===== src/rtl/dyt_writeback_stage.sv =====
// Writeback stage: holds one completed instruction, waits for load data when
// needed, formats sub-word loads and drives the register file write port.
//
// state  | meaning
// -------+--------------------------------------------------------------
// EMPTY  | no entry held
// WAIT   | load captured, data memory response outstanding
// FULL   | result ready; entry writes back / retires this cycle
module dyt_writeback_stage (
    input  logic        CLK,
    input  logic        nRST,
    input  logic        mem_valid,
    output logic        mem_ready,
    input  logic        mem_reg_write,
    input  logic [4:0]  mem_rd,
    input  logic        mem_is_load,
    input  logic [2:0]  mem_load_fmt,
    input  logic [1:0]  mem_addr_lo,
    input  logic [31:0] mem_result,
    input  logic        dmem_rvalid,
    input  logic [31:0] dmem_rdata,
    output logic        rf_wen,
    output logic [4:0]  rf_w_sel,
    output logic [31:0] rf_w_data,
    output logic        wb_retire,
    output logic        wb_busy
);

    typedef enum logic [1:0] {
        ST_EMPTY = 2'd0,
        ST_WAIT  = 2'd1,
        ST_FULL  = 2'd2
    } state_t;

    state_t      state_q, state_d;

    logic        reg_write_q;
    logic [4:0]  rd_q;
    logic        is_load_q;
    logic [2:0]  load_fmt_q;
    logic [1:0]  addr_lo_q;
    logic [31:0] data_q;

    logic        accept;
    logic        load_done;
    logic [7:0]  byte_sel;
    logic [15:0] half_sel;
    logic [31:0] load_data;

    assign mem_ready = (state_q != ST_WAIT);
    assign accept    = mem_valid && mem_ready;
    assign load_done = (state_q == ST_WAIT) && is_load_q && dmem_rvalid;

    // Next-state logic; a FULL entry retires while a new one is accepted.
    always_comb begin
        state_d = state_q;
        case (state_q)
            ST_EMPTY, ST_FULL: begin
                if (accept) begin
                    state_d = mem_is_load ? ST_WAIT : ST_FULL;
                end else begin
                    state_d = ST_EMPTY;
                end
            end
            ST_WAIT: begin
                if (load_done) begin
                    state_d = ST_FULL;
                end
            end
            default: state_d = ST_EMPTY;
        endcase
    end

    // State register.
    always_ff @(posedge CLK or negedge nRST) begin
        if (!nRST) begin
            state_q <= ST_EMPTY;
        end else begin
            state_q <= state_d;
        end
    end

    // Lane selection and sign/zero extension of the raw memory word.
    // Halfword misalignment is trapped upstream, so addr_lo[0] is ignored.
    always_comb begin
        byte_sel  = 8'h00;
        half_sel  = 16'h0000;
        load_data = dmem_rdata;
        case (addr_lo_q)
            2'd0:    byte_sel = dmem_rdata[7:0];
            2'd1:    byte_sel = dmem_rdata[15:8];
            2'd2:    byte_sel = dmem_rdata[23:16];
            default: byte_sel = dmem_rdata[31:24];
        endcase
        half_sel = addr_lo_q[1] ? dmem_rdata[31:16] : dmem_rdata[15:0];
        case (load_fmt_q)
            3'b000:  load_data = {{24{byte_sel[7]}}, byte_sel};
            3'b100:  load_data = {24'h000000, byte_sel};
            3'b001:  load_data = {{16{half_sel[15]}}, half_sel};
            3'b101:  load_data = {16'h0000, half_sel};
            default: load_data = dmem_rdata;
        endcase
    end

    // Held entry: control fields on accept, data from ALU or formatted load.
    always_ff @(posedge CLK or negedge nRST) begin
        if (!nRST) begin
            reg_write_q <= 1'b0;
            rd_q        <= 5'd0;
            is_load_q   <= 1'b0;
            load_fmt_q  <= 3'd0;
            addr_lo_q   <= 2'd0;
            data_q      <= 32'd0;
        end else if (accept) begin
            reg_write_q <= mem_reg_write;
            rd_q        <= mem_rd;
            is_load_q   <= mem_is_load;
            load_fmt_q  <= mem_load_fmt;
            addr_lo_q   <= mem_addr_lo;
            data_q      <= mem_is_load ? 32'd0 : mem_result;
        end else if (load_done) begin
            data_q      <= load_data;
        end
    end

    assign rf_wen    = (state_q == ST_FULL) && reg_write_q && (rd_q != 5'd0);
    assign rf_w_sel  = rd_q;
    assign rf_w_data = data_q;
    assign wb_retire = (state_q == ST_FULL);
    assign wb_busy   = (state_q != ST_EMPTY);

endmodule


===== config.mk =====
export PLATFORM = sky130hd
export DESIGN_NAME = dyt_writeback_stage
export DESIGN_NICKNAME = d
export VERILOG_FILES = /design/src/rtl/dyt_writeback_stage.sv
export SDC_FILE = /design/constraint.sdc
export NUM_CORES = 1
export LEC_CHECK = 0
export BUFFER_PORTS_ARGS = -buffer_cell sky130_fd_sc_hd__buf_2
export CAP_MARGIN = 40
export CORE_ASPECT_RATIO = 0.75
export CORE_MARGIN = 2
export CORE_UTILIZATION = 35
export CTS_CLUSTER_SIZE = 40
export DETAILED_ROUTE_END_ITERATION = 8
export GPL_ROUTABILITY_DRIVEN = 0
export GPL_TIMING_DRIVEN = 1
export PLACE_DENSITY_LB_ADDON = 0.1
export RECOVER_POWER = 100
export SYNTH_ARGS = -nofsm -noshare
export SYNTH_HDL_FRONTEND = slang
export SYNTH_SLANG_ARGS = --single-unit

===== constraint.sdc =====
create_clock -name CLK -period 1.69 [get_ports CLK]
set_input_delay 0.0845 -clock CLK [delete_from_list [all_inputs] [get_ports CLK]]
set_output_delay 0.0845 -clock CLK [all_outputs]
set_load 0.02 [all_outputs]

### Word-level counts from Yosys, hierarchy flattened

Cells that the tools add are included.
Widths: inputs -> output; s select.

* input bits: 80
* output and inout port bits: 41
* register bits after elaboration: 46
* logic and storage cells: 38

* equal/unequal tests: 9
* reduce and logical (&&, ||, !) cells: 12
* multiplexer cells: 10

Operator list (count)
* $pmux 32 s4: 1
* $mux 32: 3
* $pmux 8 s3: 1
* $mux 16: 1
* $eq 3x3->1 const B: 2
* $mux 2: 3
* $logic_and 1x1->1: 5
* $reduce_bool 5->1: 1
* $eq 2x1->1 const B: 2
* $eq 2x2->1 const B: 2
* $logic_not 2->1: 2
* $pmux 2 s2: 1
* $reduce_bool 2->1: 2
* $eq 3x1->1 const B: 1
* $logic_not 3->1: 1
* $ne 2x1->1 const B: 1
* $ne 2x2->1 const B: 1
* $reduce_or 2->1: 1

### Logic depth before layout (Yosys ltp)

* depth in word-level cells: 5
* gate-level depth with buffers: 7
* mapped depth without buffers: 4

### Worst setup path after synthesis

OpenSTA, ideal clock, no wires.

* path type: register -> register
* start: register state_q[0]
* end: register rd_q[3] (netlist: rf_w_sel[3])
* setup slack: 0.094 ns
* arrival time: 1.469 ns
* setup time: 0.128 ns
* period minus slack after synthesis: 1.596 ns
* data required time: 1.562 ns
* buffers on the path: 3
* cell stages (with the launch flop): 7
* cells stage by stage: dfrtp_1 -> nand2b_1 -> buf_2 -> and2_1 -> buf_2 -> buf_2 -> mux2_1

* cells in the longest elaborated chain, start to end: 2

RTL lines
* start, declared: line 35 `state_t state_q, state_d;`
* start signal, assigned: line 79 `state_q <= state_d;`
* $ne 2x1->1: line 50 `assign mem_ready = (state_q != ST_WAIT);`
* named net mem_ready: line 13 `output logic mem_ready,`
* $logic_and 1x1->1: line 51 `assign accept = mem_valid && mem_ready;`
* end signal, assigned: line 116 `rd_q <= mem_rd;`
* end, declared: line 38 `logic [4:0] rd_q;`

The timed path passes the listed nets, and every way through them passes these cells.
A chain may end at the register's enable or synchronous reset.

### Final worst setup path

* start: register addr_lo_q[0]
* end: register data_q[25] (netlist: rf_w_data[25])

* cells in the longest elaborated chain, start to end: 5
* elaborated cells between the ends (all ways): 7
* classes of those cells: eq/ne: 2; mux: 4; reduce/logical: 1

RTL lines
* start, declared: line 41 `logic [1:0] addr_lo_q;`
* start signal, assigned: line 119 `addr_lo_q <= mem_addr_lo;`
* $eq 2x2->1 (tied with other cells): line 89 `case (addr_lo_q)`
* $pmux 8 s3 *: line 89
* $pmux 32 s4 *: line 96 `case (load_fmt_q)`
* $mux 32 *: line 121 `end else if (load_done) begin`
* $mux 32 *: line 114 `end else if (accept) begin`
* end signal, assigned: line 120 `data_q <= mem_is_load ? 32'd0 : mem_result;`
* end signal, assigned: line 122 `data_q <= load_data;`
* end, declared: line 42 `logic [31:0] data_q;`

Mark *: on every way between the ends. The rest lies on a longest branch, timed or not. The select of a mux whose other input is x is not followed.

==> flow_summary.toml <==
[routing]
first_iter_violations = 137
vias = 2599
drtAntennaViolNets = 0
first_pass_iters = 4
routed_via_density = 5.24
drc = 0
wl_per_cell_um = 17.0
wl_mm = 8.41

[min_path]
hold_depth = 3
hp-class = "primary input to flop"

[synthesis]
synth-async-reset-ratio = 1.00
synthTopCellsByArea = "dfrtp_1 (45%), a22oi_1 (7.9%), o21ai_0 (6.7%)"
synth_cells = 264
yosysMostFrequentCell = "dfrtp_1"
synth_ff_type = "dfrtp_1"
syn_avg_cell_area_sq_um = 9.69
netlist.area_leader.share = 0.450
synth_nets = 344
synthTopCellsByCount = "dfrtp_1 (46), o21ai_0 (34), a22oi_1 (27), nand2_1 (27), o211ai_1 (16)"
synth_edf_count = 0
seq_area_frac_synth = 0.450
yosys.area.top_type = "dfrtp_1"
ys_seq_elements = 46
syn_area_sq_um = 2560
yosys_warnings = 0
synth_cell_types = 40

[layout]
antenna_cells = 0
fin_nets = 477
instances_no_fill = 496
area_growth_pct = 36.9
drive_gt1_frac = 0.307

[setup_path]
worst-path-max-fanout = 16
endpoint_kind = "flop"
r2r.worst_path.cells = 5
start_kind = "flop"
crit_arrival_ns = 1.79
crit_type = "flop to flop"
required_ns = 1.86

[sta]
finalHoldViolCount = 0
fin_crit_ns = 1.62
slew_violations = 0
fmax_mhz = 617
slew_headroom = 0.306
worst_pin_slew_ns = 1.04
rsz0062_at_grt = "no"
tns_ns = 0
skew_ns = 0.0124
setup_viol = 0
fin_crit_sh = 0.959

[die]
die_area_sq_um = 8010
rows = 26
chipWidth_um = 103
die_h_um = 78.0
core-area_sq_um = 6930
io-pin-count = 121
start_util = 0.369

[grt]
grt_pass1_vias = 2514
antenna_found_initial = 0
grt_max_degree = 47
grt_pass1_wl_mm = 13.0
grt_util_all_layers = 0.211
globalRouteOverflowTotal = 0

[power]
ir_drop_uv = 612
power_mw = 4.81
p_leak_nw = 1.53
powerDensity_nw_per_um2 = 1370

[outcome]
status = "complete, no violations"

[clock_network]
tritoncts = "built"
insertion_delay_ns = 0.31
cts-root-buf = "clkbuf_8"
numCtsBuffers = 5
path_clk_slew_ns = 0.09
cts_buffer_depth = 2
cts.sinks = 46
cts-htree-levels = 2

[placed_design]
dp_cells = 478
hpwl_mm = 6.16
numPortBuffers = 120

[run]
max_cap_viol_count = 0
-- worst max-delay path: stages, from the launching register on --
cell and delay (ns):
dfrtp_2 0.46, mux2_4 0.33, o2bb2ai_4 0.20, o2111ai_4 0.23, buf_12 0.18, o211ai_1 0.09
-- per-layer routing --
layer  up-vias  GRT usage  wire length, um
met5         -          0                0
met4         0     0.0667              143
met3        12     0.0401              506
met2        93      0.312             3620
met1      1243      0.310             4140
li1       1251          -                -
-- sequential cells by signal, summed over array words and instances, names as in the netlist --
signal and flops:
addr_lo_q 2, reg_write_q 1, rf_w_data 32, is_load_q 1, rf_w_sel 5, load_fmt_q 3, state_q 2
-- per-stage QoR --
| stage | hold slack (ns) | worst slack [ns] | area, sq um | util |
|---|---|---|---|---|
| floorplan | -0.211 | 0.0937 | 2560 | - |
| global placement | 0.0858 | 0.0756 | 3370 | 0.487 |
| detailed placement | 0.0895 | 0.0254 | 3370 | 0.487 |
| CTS | 0.0000678 | 0.0298 | 3570 | 0.516 |
| global route | 0.00206 | 0.00688 | 3500 | 0.505 |
| finish | 0.00337 | 0.0688 | 3500 | 0.505 |
-- kinds of logic after synthesis --
family | after synthesis | share of synthesized area
compound gates | 112 | 0.302
flops | 46 | 0.450
buf+inv | 26 | 0.0509
mux | 18 | 0.0773
simple gates | 62 | 0.119
-- what timing repair did --
| action | CTS | global route |
|---|---|---|
| cloned | 0 | 0 |
| hold buffers | 9 | 1 |
| setup endpoints to repair | 1 | 14 |
| gates resized for setup | 1 | 2 |
| endpoints found under the hold margin | 54 | 1 |
| pin swaps | 0 | 2 |
| buffers inserted | 0 | 0 |
-- path summary, 6_finish.rpt --
kind                            endpoint            from  slack, ns
max                        rf_w_data[25]    addr_lo_q[0]       0.07
min                        rf_w_data[14]  mem_result[14]      0.003
max reg2reg                rf_w_data[25]    addr_lo_q[0]       0.07
min reg2reg                  reg_write_q     reg_write_q       0.51
max in group asynchronous   addr_lo_q[0]            nRST       0.40
min in group asynchronous   rf_w_data[2]            nRST       0.58
-- placed cells by master (no fill, tap or decap), drive strengths merged, types with 2 or more instances in the layout --
cell,Yosys,routed
a21oi,15,15
a221oi,4,4
a22oi,27,27
a2bb2oi,4,4
and2,2,2
buf,16,94
clkbuf,5,51
dfrtp,46,46
dlygate4sd3,0,10
inv,4,4
mux2,11,11
mux2i,7,7
nand2,27,27
nand2b,7,7
nor2,9,9
nor2b,5,5
nor3b,4,4
o2111ai,4,4
o211ai,16,16
o21ai,34,34
o22ai,2,2
or3,3,3
-- cell type report --
type / instances / area (sq um)
clock buffer: 8 / 110
fill: 685 / 3430
inverter: 5 / 18.8
multi-input combinational: 192 / 1290
sequential: 46 / 1150
tap: 98 / 123
timing repair buffer: 147 / 803
-- where the power goes --
part | switching [mW] | internal (mW) | total (mW) | leakage, nW
sequential | 0.294 | 1.48 | 1.77 | 0.575
clock | 0.393 | 0.414 | 0.806 | 0.0575
combinational | 1.38 | 0.847 | 2.23 | 0.897
total | 2.07 | 2.74 | 4.81 | 1.53
(Power assumes the default switching activity.)
